$ cat src/rtl/serial_link_perf_pkg.sv
// Shared types for the serial link performance counters.
//   perf_state_e    : controller state encoding (also exported on state_o)
//   perf_evt_t      : per-channel event decode for one cycle
//   PerfMaxChannels : largest supported channel count
package serial_link_perf_pkg;

  localparam int unsigned PerfMaxChannels = 8;

  typedef enum logic [1:0] {
    PERF_IDLE  = 2'd0,
    PERF_RUN   = 2'd1,
    PERF_FLUSH = 2'd2
  } perf_state_e;

  // Stall is decoded separately so builds without stall counters carry no
  // dangling bits.
  typedef struct packed {
    logic vld;
    logic xfer;
    logic cred;
  } perf_evt_t;

  function automatic perf_evt_t perf_decode(input logic v, input logic r, input logic c);
    perf_evt_t e;
    e.vld  = v;
    e.xfer = v & r;
    e.cred = v & r & c;
    return e;
  endfunction

endpackage

$ cat src/rtl/serial_link_perf_sat_cnt.sv
// One saturating event counter.
//   en_i       : count this cycle (ignored once at all-ones)
//   clr_i      : synchronous zero, highest priority
//   load_i     : synchronous load of load_val_i
//   cnt_inc_o  : current count plus this cycle's increment (saturated);
//                this is what the register takes absent clr/load, and is
//                what a snapshot taken this cycle must see.
module serial_link_perf_sat_cnt
  #(parameter int unsigned Width = 32)
  (
    input  logic             clk_i,
    input  logic             rst_ni,
    input  logic             en_i,
    input  logic             clr_i,
    input  logic             load_i,
    input  logic [Width-1:0] load_val_i,
    output logic [Width-1:0] cnt_inc_o
  );

  logic [Width-1:0] cnt_q;

  assign cnt_inc_o = (en_i && (cnt_q != '1)) ? cnt_q + Width'(1) : cnt_q;

  always_ff @(posedge clk_i or negedge rst_ni) begin
    if (!rst_ni)     cnt_q <= '0;
    else if (clr_i)  cnt_q <= '0;
    else if (load_i) cnt_q <= load_val_i;
    else             cnt_q <= cnt_inc_o;
  end

endmodule

$ cat src/rtl/serial_link_perf_counters.sv
// Per-channel valid/transfer/stall/credit-only event counters over a
// programmable cycle window, with a frozen snapshot handed out on a
// valid/ready handshake.
//   clk_i, rst_ni         : link clock, async active-low reset
//   enable_i, clear_i     : run/hold, synchronous clear of live counters
//   win_len_i             : window length (0 = free-running, no snapshots),
//                           latched when leaving IDLE
//   valid_i/ready_i/cred_only_i : monitored channels
//   snap_*                : snapshot handshake and data
//   overrun_o             : sticky, window ended with snapshot unaccepted
//   state_o               : controller state for debug
// Build option: define SERIAL_LINK_PERF_STALL_EN to build stall counters;
// otherwise snap_stall_cnt_o is tied to zero.
module serial_link_perf_counters
  import serial_link_perf_pkg::*;
  #(
    parameter int unsigned NumChannels = 3,
    parameter int unsigned CntWidth    = 32,
    parameter int unsigned WinWidth    = 24
  )
  (
    input  logic                                  clk_i,
    input  logic                                  rst_ni,
    input  logic                                  enable_i,
    input  logic                                  clear_i,
    input  logic [WinWidth-1:0]                   win_len_i,
    input  logic [NumChannels-1:0]                valid_i,
    input  logic [NumChannels-1:0]                ready_i,
    input  logic [NumChannels-1:0]                cred_only_i,
    output logic                                  snap_valid_o,
    input  logic                                  snap_ready_i,
    output logic [CntWidth-1:0]                   snap_cycles_o,
    output logic [NumChannels-1:0][CntWidth-1:0]  snap_valid_cnt_o,
    output logic [NumChannels-1:0][CntWidth-1:0]  snap_xfer_cnt_o,
    output logic [NumChannels-1:0][CntWidth-1:0]  snap_stall_cnt_o,
    output logic [NumChannels-1:0][CntWidth-1:0]  snap_cred_cnt_o,
    output logic                                  overrun_o,
    output logic [1:0]                            state_o
  );

  typedef logic [CntWidth-1:0]    cnt_t;
  typedef cnt_t [NumChannels-1:0] cnt_vec_t;
  typedef struct packed {
    cnt_t     cycles;
    cnt_vec_t vld;
    cnt_vec_t xfer;
    cnt_vec_t cred;
  } snap_t;

  perf_state_e         state_q, state_d;
  logic [WinWidth-1:0] len_q, win_q;
  logic                snap_valid_q, overrun_q;
  snap_t               snap_q;

  logic start, count_en, win_end, capture, drop, live_clr;

  // Events in a clear cycle are discarded, so clear also masks window-end.
  assign start    = (state_q == PERF_IDLE) && enable_i;
  assign count_en = (state_q == PERF_RUN) && enable_i && !clear_i;
  assign win_end  = count_en && (len_q != '0) && (win_q == len_q - WinWidth'(1));
  // An accept in the window-end cycle frees the slot for the new snapshot.
  assign capture  = win_end && (!snap_valid_q || snap_ready_i);
  assign drop     = win_end && snap_valid_q && !snap_ready_i;
  assign live_clr = clear_i || win_end;

  // Controller
  always_ff @(posedge clk_i or negedge rst_ni) begin
    if (!rst_ni) state_q <= PERF_IDLE;
    else         state_q <= state_d;
  end

  always_comb begin
    state_d = state_q;
    unique case (state_q)
      PERF_IDLE:  if (enable_i) state_d = PERF_RUN;
      PERF_RUN: begin
        if (!enable_i) state_d = PERF_IDLE;
        else if (drop) state_d = PERF_FLUSH;
      end
      PERF_FLUSH: state_d = PERF_RUN;
      default:    state_d = PERF_IDLE;
    endcase
  end

  // Window length and position
  always_ff @(posedge clk_i or negedge rst_ni) begin
    if (!rst_ni) begin
      len_q <= '0;
      win_q <= '0;
    end else begin
      if (start) len_q <= win_len_i;
      if (start || live_clr) win_q <= '0;
      else if (count_en)     win_q <= win_q + WinWidth'(1);
    end
  end

  // Live counters
  cnt_t     cyc_inc;
  cnt_vec_t vld_inc, xfer_inc, cred_inc;

  serial_link_perf_sat_cnt #(.Width(CntWidth)) u_cyc (
    .clk_i, .rst_ni, .en_i(count_en), .clr_i(live_clr),
    .load_i(1'b0), .load_val_i('0), .cnt_inc_o(cyc_inc)
  );

  for (genvar c = 0; c < NumChannels; c++) begin : g_ch
    perf_evt_t evt;
    assign evt = perf_decode(valid_i[c], ready_i[c], cred_only_i[c]);

    serial_link_perf_sat_cnt #(.Width(CntWidth)) u_vld (
      .clk_i, .rst_ni, .en_i(count_en & evt.vld), .clr_i(live_clr),
      .load_i(1'b0), .load_val_i('0), .cnt_inc_o(vld_inc[c])
    );
    serial_link_perf_sat_cnt #(.Width(CntWidth)) u_xfer (
      .clk_i, .rst_ni, .en_i(count_en & evt.xfer), .clr_i(live_clr),
      .load_i(1'b0), .load_val_i('0), .cnt_inc_o(xfer_inc[c])
    );
    serial_link_perf_sat_cnt #(.Width(CntWidth)) u_cred (
      .clk_i, .rst_ni, .en_i(count_en & evt.cred), .clr_i(live_clr),
      .load_i(1'b0), .load_val_i('0), .cnt_inc_o(cred_inc[c])
    );
  end

  // Snapshot and handshake
  always_ff @(posedge clk_i or negedge rst_ni) begin
    if (!rst_ni) begin
      snap_q       <= '0;
      snap_valid_q <= 1'b0;
      overrun_q    <= 1'b0;
    end else begin
      if (capture) begin
        snap_q       <= '{cycles: cyc_inc, vld: vld_inc, xfer: xfer_inc, cred: cred_inc};
        snap_valid_q <= 1'b1;
      end else if (snap_ready_i) begin
        snap_valid_q <= 1'b0;
      end
      if (drop) overrun_q <= 1'b1;
    end
  end

`ifdef SERIAL_LINK_PERF_STALL_EN
  cnt_vec_t stall_inc, stall_q;

  for (genvar c = 0; c < NumChannels; c++) begin : g_stall
    serial_link_perf_sat_cnt #(.Width(CntWidth)) u_stall (
      .clk_i, .rst_ni, .en_i(count_en & valid_i[c] & ~ready_i[c]), .clr_i(live_clr),
      .load_i(1'b0), .load_val_i('0), .cnt_inc_o(stall_inc[c])
    );
  end

  always_ff @(posedge clk_i or negedge rst_ni) begin
    if (!rst_ni)      stall_q <= '0;
    else if (capture) stall_q <= stall_inc;
  end

  assign snap_stall_cnt_o = stall_q;
`else
  assign snap_stall_cnt_o = '0;
`endif

  assign snap_valid_o     = snap_valid_q;
  assign snap_cycles_o    = snap_q.cycles;
  assign snap_valid_cnt_o = snap_q.vld;
  assign snap_xfer_cnt_o  = snap_q.xfer;
  assign snap_cred_cnt_o  = snap_q.cred;
  assign overrun_o        = overrun_q;
  assign state_o          = state_q;

endmodule
$ cat config.mk
export PLATFORM = sky130hd
export DESIGN_NAME = serial_link_perf_counters
export DESIGN_NICKNAME = d
export VERILOG_FILES = /design/src/rtl/serial_link_perf_pkg.sv /design/src/rtl/serial_link_perf_sat_cnt.sv /design/src/rtl/serial_link_perf_counters.sv
export SDC_FILE = /design/constraint.sdc
export NUM_CORES = 1
export LEC_CHECK = 0
export ABC_AREA = 1
export BUFFER_PORTS_ARGS = -buffer_cell sky130_fd_sc_hd__buf_4
export CAP_MARGIN = 20
export CELL_PAD_IN_SITES_DETAIL_PLACEMENT = 1
export CELL_PAD_IN_SITES_GLOBAL_PLACEMENT = 1
export CORE_UTILIZATION = 43
export DETAILED_ROUTE_END_ITERATION = 7
export GPL_ROUTABILITY_DRIVEN = 0
export HOLD_SLACK_MARGIN = 0.08
export PLACE_DENSITY = 0.85
export SKIP_LAST_GASP = 1
export SYNTH_ARGS = -nofsm -noshare
export SYNTH_HDL_FRONTEND = slang
export SYNTH_SLANG_ARGS = --single-unit
$ cat constraint.sdc
create_clock -name clk_i -period 3.2 [get_ports clk_i]
set_input_delay 0.16 -clock clk_i [delete_from_list [all_inputs] [get_ports clk_i]]
set_output_delay 0.16 -clock clk_i [all_outputs]
set_load 0.01 [all_outputs]
Yosys cells after proc, flatten, opt, wreduce, memory -nomap -nowiden. Index checks and enable logic that the tools add are counted.

Input bits: 38. Flip-flop bits (word level): 692. Logic and storage cells: 124.

Add/subtract/negate cells: 12. Muxes and demuxes: 28. Reductions and logical operators: 29. Bitwise operators: 15. Equality and inequality tests: 15.

Operators by type and width (number): $mux W32 (20); $add A32 B1 Y32 const B (10); $ne A32 B32 Y1 const B (10); $mux W24 (2); $add A24 B1 Y24 const B (1); $eq A24 B24 Y1 (1); $reduce_bool A24 Y1 (1); $sub A24 B1 Y24 const B (1); $logic_and A1 B1 Y1 (18); $and A1 B1 Y1 (15); $mux W2 (3); $pmux W2 S3 (1); $reduce_bool A2 Y1 (2); $logic_not A1 Y1 (3); $logic_or A1 B1 Y1 (3); $ne A3 B3 Y1 const B (1); $eq A2 B1 Y1 const B (1); $eq A2 B2 Y1 const B (1); $logic_not A2 Y1 (1); $mux W1 (2); $ne A2 B2 Y1 const B (1); $reduce_and A2 Y1 (1).

Logic depth before layout (Yosys ltp).
Depth after elaboration: 10. Mapped depth: 19. Mapped depth without buffers: 17.

Modules after synthesis. From an unflattened synthesis, not the netlist that was laid out.

Cells, all modules: 6814. Area, all modules: 46518.4 µm².

By module, submodules not included: serial_link_perf_sat_cnt (cells an instance 481, seq. area each 800.8 µm², area an instance 2946.6 µm², instances 10); serial_link_perf_counters (cells an instance 2004, seq. area each 9308.9 µm², area an instance 17052.6 µm², instances 1).

Worst setup path after synthesis. OpenSTA, ideal clock, no wires.

Path kind: reg2reg. From: reg len_q[0]. To: reg g_ch[0].u_xfer.cnt_q[15]. Path buffers: 2. Slack: 0.878 ns. Data arrival time: 2.196 ns. Cell stages (with the launch flop): 18. Path through: dfrtp_1 > inv_1 > ha_1 > nand2_1 > nor2_4 > nand2_1 > nand2_1 > nand2_1 > nor2_1 > nand2_1 > nor2_1 > nand2_1 > nor2_4 > nand2_1 > nand2_2 > buf_4 > buf_4 > nor2_1.

Longest elaborated chain between the ends: 5. Elaborated cells on any way between the ends: 7.

RTL lines: start: declaration (line serial_link_perf_counters.sv:51) `logic [WinWidth-1:0] len_q, win_q;`; start signal: assignment (line serial_link_perf_counters.sv:91) `if (start) len_q <= win_len_i;`; $sub A24 B1 Y24 / $reduce_bool A24 Y1 (equally long branches) (line serial_link_perf_counters.sv:60) `assign win_end = count_en && (len_q != '0) && (win_q == len_q - WinWidth'(1));`; $eq A24 B24 Y1 / $logic_and A1 B1 Y1 (equally long branches) (line serial_link_perf_counters.sv:60); $logic_and A1 B1 Y1 (*) (line serial_link_perf_counters.sv:60); $logic_or A1 B1 Y1 (*) (line serial_link_perf_counters.sv:64) `assign live_clr = clear_i || win_end;`; $mux W32 (*) (line serial_link_perf_sat_cnt.sv:26) `else if (clr_i) cnt_q <= '0;`; end signal: assignment (line serial_link_perf_sat_cnt.sv:27) `else if (load_i) cnt_q <= load_val_i;`; end signal: assignment (line serial_link_perf_sat_cnt.sv:28) `else cnt_q <= cnt_inc_o;`; end: declaration (line serial_link_perf_sat_cnt.sv:20) `logic [Width-1:0] cnt_q;`.

Mark *: on every way between the ends. The rest lies on a longest branch, timed or not. A chain may end at the register's enable or synchronous reset.

Worst setup path after layout.
From: reg len_q[0]. To: reg snap_q (netlist bit snap_cred_cnt_o[62]).

Longest elaborated chain between the ends: 4. Elaborated cells on any way between the ends: 6.

RTL lines: $sub A24 B1 Y24 / $reduce_bool A24 Y1 (equally long branches) (line serial_link_perf_counters.sv:60); $eq A24 B24 Y1 / $logic_and A1 B1 Y1 (equally long branches) (line serial_link_perf_counters.sv:60); $logic_and A1 B1 Y1 (*) (line serial_link_perf_counters.sv:60); $logic_and A1 B1 Y1 (*) (line serial_link_perf_counters.sv:62) `assign capture = win_end && (!snap_valid_q || snap_ready_i);`; end signal: assignment (line serial_link_perf_counters.sv:132) `snap_q <= '{cycles: cyc_inc, vld: vld_inc, xfer: xfer_inc, cred: cred_inc};`; end: declaration (line serial_link_perf_counters.sv:53) `snap_t snap_q;`.

Marked as above.

==> out/metrics.yaml <==
outcome:
  outcome: "complete, no violations"
route:
  post_drt_wl_per_cell_um: 18.32
  antenna_left: 0
  drc: 0
  totalWireLength_um: 134700
  drt_iter0_markers: 2227
  vias_per_cell: 5.176
  drt_first_pass_iters: 5
  vias: 38070
final_layout:
  fill_cells: 11980
  drive_gt1_share_pct: 10.36
  register_area_mm2: 0.01732
  nNetsFinal: 6093
  syn_to_final_growth_pct: 17.69
  multi_input_area_mm2: 0.01829
global_route:
  grt_max_degree: 207
  antenna_found_initial: 2
  grt_pass1_vias: 39950
  grt-ovfl-total: 0
  grt_first_pass_wirelength_um: 214800
  groute.usage.overall_pct: 27.91
cts:
  clk_latency_ns: 0.66
  clockRootBuffer: "clkbuf_16"
  cts_tree: "yes"
  clock-sinks: 692
  clockBufferDepth: 3
  path_clk_slew_ns: 0.06
  cts_max_level: 3
  cts-buffers-inserted: 82
pwr:
  power_density_mw_per_mm2: 466.5
  max-vdd-ir-drop_mv: 0.3862
  p_leak_nw: 22.12
timing:
  drv_slew: 0
  setup_viol: 0
  setup_tns_ns: 0
  clock.fmax_mhz: 318.1
  hold_violations: 0
  fin_crit_ns: 3.144
  skew_ns: 0.02892
  holdWs_ns: 0.1290
  relSlewSlack_pct: 24.18
  finalCritPeriodShare_pct: 98.24
  worst_pin_slew_ns: 1.137
logic_synthesis:
  yosysWarnings: 0
  ys_types: 38
  seq_area_frac_synth_pct: 42.64
  netlist_area_mm2: 0.04062
  ys_ff_latch: 692
  syn_inst: 5709
  syn_area_per_cell_um2: 7.114
placed_design:
  dpl.hpwl_um: 95720
  place.port_buffers: 361
setup_path:
  cp-endpoint: "snap_cred_cnt_o[62]$_DFFE_PN0P_"
  startpoint: "len_q[0]$_DFFE_PN0P_"
  reg2reg_setup_slack_ns: 0.06
  rr_worst_depth: 16
  r2r-start: "len_q[0]$_DFFE_PN0P_"
  timing.rr.end: "snap_cred_cnt_o[62]$_DFFE_PN0P_"
  cp_data_required_time_ns: 3.74
  critical_path.max_fanout: 116
  start_kind: "register"
  critPathArrivalTime_ns: 3.68
  cp-end-kind: "register"
  crit_type: "reg2reg"
floorplan:
  start_util_pct: 43.45
  coreArea_mm2: 0.09347
  io_pins: 458
  die_w_um: 309.3
  die_area_mm2: 0.09569
  die_y_um: 309.3
  fp-row-count: 112
run:
  cap_violations: 0
min_path:
  hp-class: "in2async"
[critical path, stage by stage, from the launching register on]
cell and delay [ns]:
dfrtp_1 0.38, inv_1 0.15, ha_2 0.25, nand2_2 0.11, nor2_4 0.22, buf_4 0.15
nand2_1 0.05, nand2_1 0.08, nand2_1 0.05, nor2_1 0.08, nand4_1 0.15, nor2_4 0.16
buf_12 0.14, buf_16 0.31, nand4_1 0.31, nand2_1 0.14, inv_1 0.06
[final cells by class]
cell class | instances | share of cell area, %
Clock buffer | 115 | 4.932
Inverter | 905 | 7.128
Antenna cell | 1 | 0.005235
Timing Repair Buffer | 486 | 9.148
Multi-Input combinational cell | 3875 | 38.27
Sequential cell | 692 | 36.23
Clock inverter | 26 | 1.010
Tap cell | 1254 | 3.282
[timing repair]
action                                  4_1_cts  5_1_grt
setup buffers                                 0        8
endpoints found under the setup margin        6      611
hold buffers                                 27        0
resized for setup                             4       47
gates cloned                                  1        4
pin swaps                                     0        4
endpoints found under the hold margin       386        0
[per-layer routing]
metal	vias up	share of wire, %	track usage [%]
met2	800	50	48.62
li1	18070	-	-
met1	18920	42	35.18
met4	0	4.1	11.01
met3	278	3.6	3.313
met5	-	0	0
[sequential cells by signal, indices dropped and copies added (netlist names)]
register,count
g_ch.u_cred.cnt_q,96
g_ch.u_vld.cnt_q,96
g_ch.u_xfer.cnt_q,96
len_q,24
overrun_o,1
snap_cred_cnt_o,96
snap_cycles_o,32
snap_valid_cnt_o,96
snap_valid_o,1
snap_xfer_cnt_o,96
state_o,2
u_cyc.cnt_q,32
win_q,24
[power breakdown]
part | switching (W) | total [W] | internal, W
Sequential | 0.000512 | 0.00964 | 0.00913
Combinational | 0.00174 | 0.00262 | 0.000881
Clock | 0.00389 | 0.0100 | 0.00616
Total | 0.00613 | 0.0223 | 0.0162
[cell usage in the layout, fill, tap and decap left out, drive strengths merged, types with 27 or more instances in the layout]
cell / synthesis / routed
nand2: 1663 / 1664
inv: 905 / 905
nor2: 805 / 805
dfrtp: 692 / 692
buf: 239 / 455
nand4: 374 / 374
o21ai: 265 / 265
xor2: 208 / 208
nor3: 149 / 149
clkbuf: 94 / 118
nand3: 112 / 112
xnor2: 105 / 105
conb: 1 / 96
dlygate4sd3: 0 / 27
a21oi: 27 / 27
[Yosys cell counts]
master    count  area share [%]
a211oi_1      1           0.018
a21boi_0      1           0.018
a21boi_1      4           0.074
a21boi_2      1           0.028
a21oi_1      25            0.31
a21oi_2       2           0.043
a22oi_1       1           0.018
and3_1        2           0.031
buf_2        76            0.94
buf_4       128             2.4
buf_6        35            0.97
clkbuf_1     94            0.87
conb_1        1          0.0092
dfrtp_1     692              43
ha_1         13            0.40
inv_1       899             8.3
inv_2         6           0.055
mux2_2       10            0.28
nand2_1    1662              15
nand2_2       1           0.015
nand3_1     110             1.4
nand3_2       2           0.049
nand3b_1     13            0.24
nand4_1     374             5.8
nor2_1      795             7.3
nor2_2        6           0.092
nor2_4        4            0.11
nor3_1      149             1.8
nor3b_1       3           0.055
nor4_1        5           0.077
o211ai_1      1           0.018
o21ai_0     255             3.1
o21ai_1      10            0.12
o21bai_1      9            0.17
or2_2         5           0.077
xnor2_1     105             2.3
xnor3_1       1           0.055
xor2_1      208             4.5
[logic make-up after synthesis]
kind of cell | after synthesis | synth area share, %
and+or+nand+nor | 3131 | 32.41
adders and majority gates | 13 | 0.4005
buffers and inverters | 1238 | 13.51
xor gates and xnor gates | 314 | 6.805
other | 1 | 0.009233
AOI/OAI and AO/OA | 310 | 3.959
muxes | 10 | 0.2773
DFF | 692 | 42.64
[through the flow]
stage	util [%]	cell area (µm²)	std cells	power, W	setup WS, ns
2_1_floorplan	-	40970	5804	0.01138	0.8782
3_3_place_gp	47.43	44330	7172	0.01217	0.007020
3_5_place_dp	47.43	44330	7172	0.01229	-0.004359
4_1_cts	50.81	47490	7341	0.02242	0.01136
5_1_grt	51.14	47800	7354	0.02315	-0.03215
6_report	51.14	47800	7354	0.02230	0.05646
[how the worst min path moves through the flow]
stage,cells past startpoint,slack [ns],to
after global placement,1,0.21,snap_valid_cnt_o[24]$_DFFE_PN0P_
final,2,0.13,g_ch[0].u_xfer.cnt_q[1]$_DFF_PN0_
after floorplan,0,-0.14,g_ch[0].u_cred.cnt_q[0]$_DFF_PN0_
after detailed placement,1,0.22,snap_valid_cnt_o[24]$_DFFE_PN0P_
after CTS,2,0.12,snap_valid_cnt_o[24]$_DFFE_PN0P_
after global routing,2,0.16,g_ch[0].u_xfer.cnt_q[1]$_DFF_PN0_
Power figures use the tool's default switching activity.
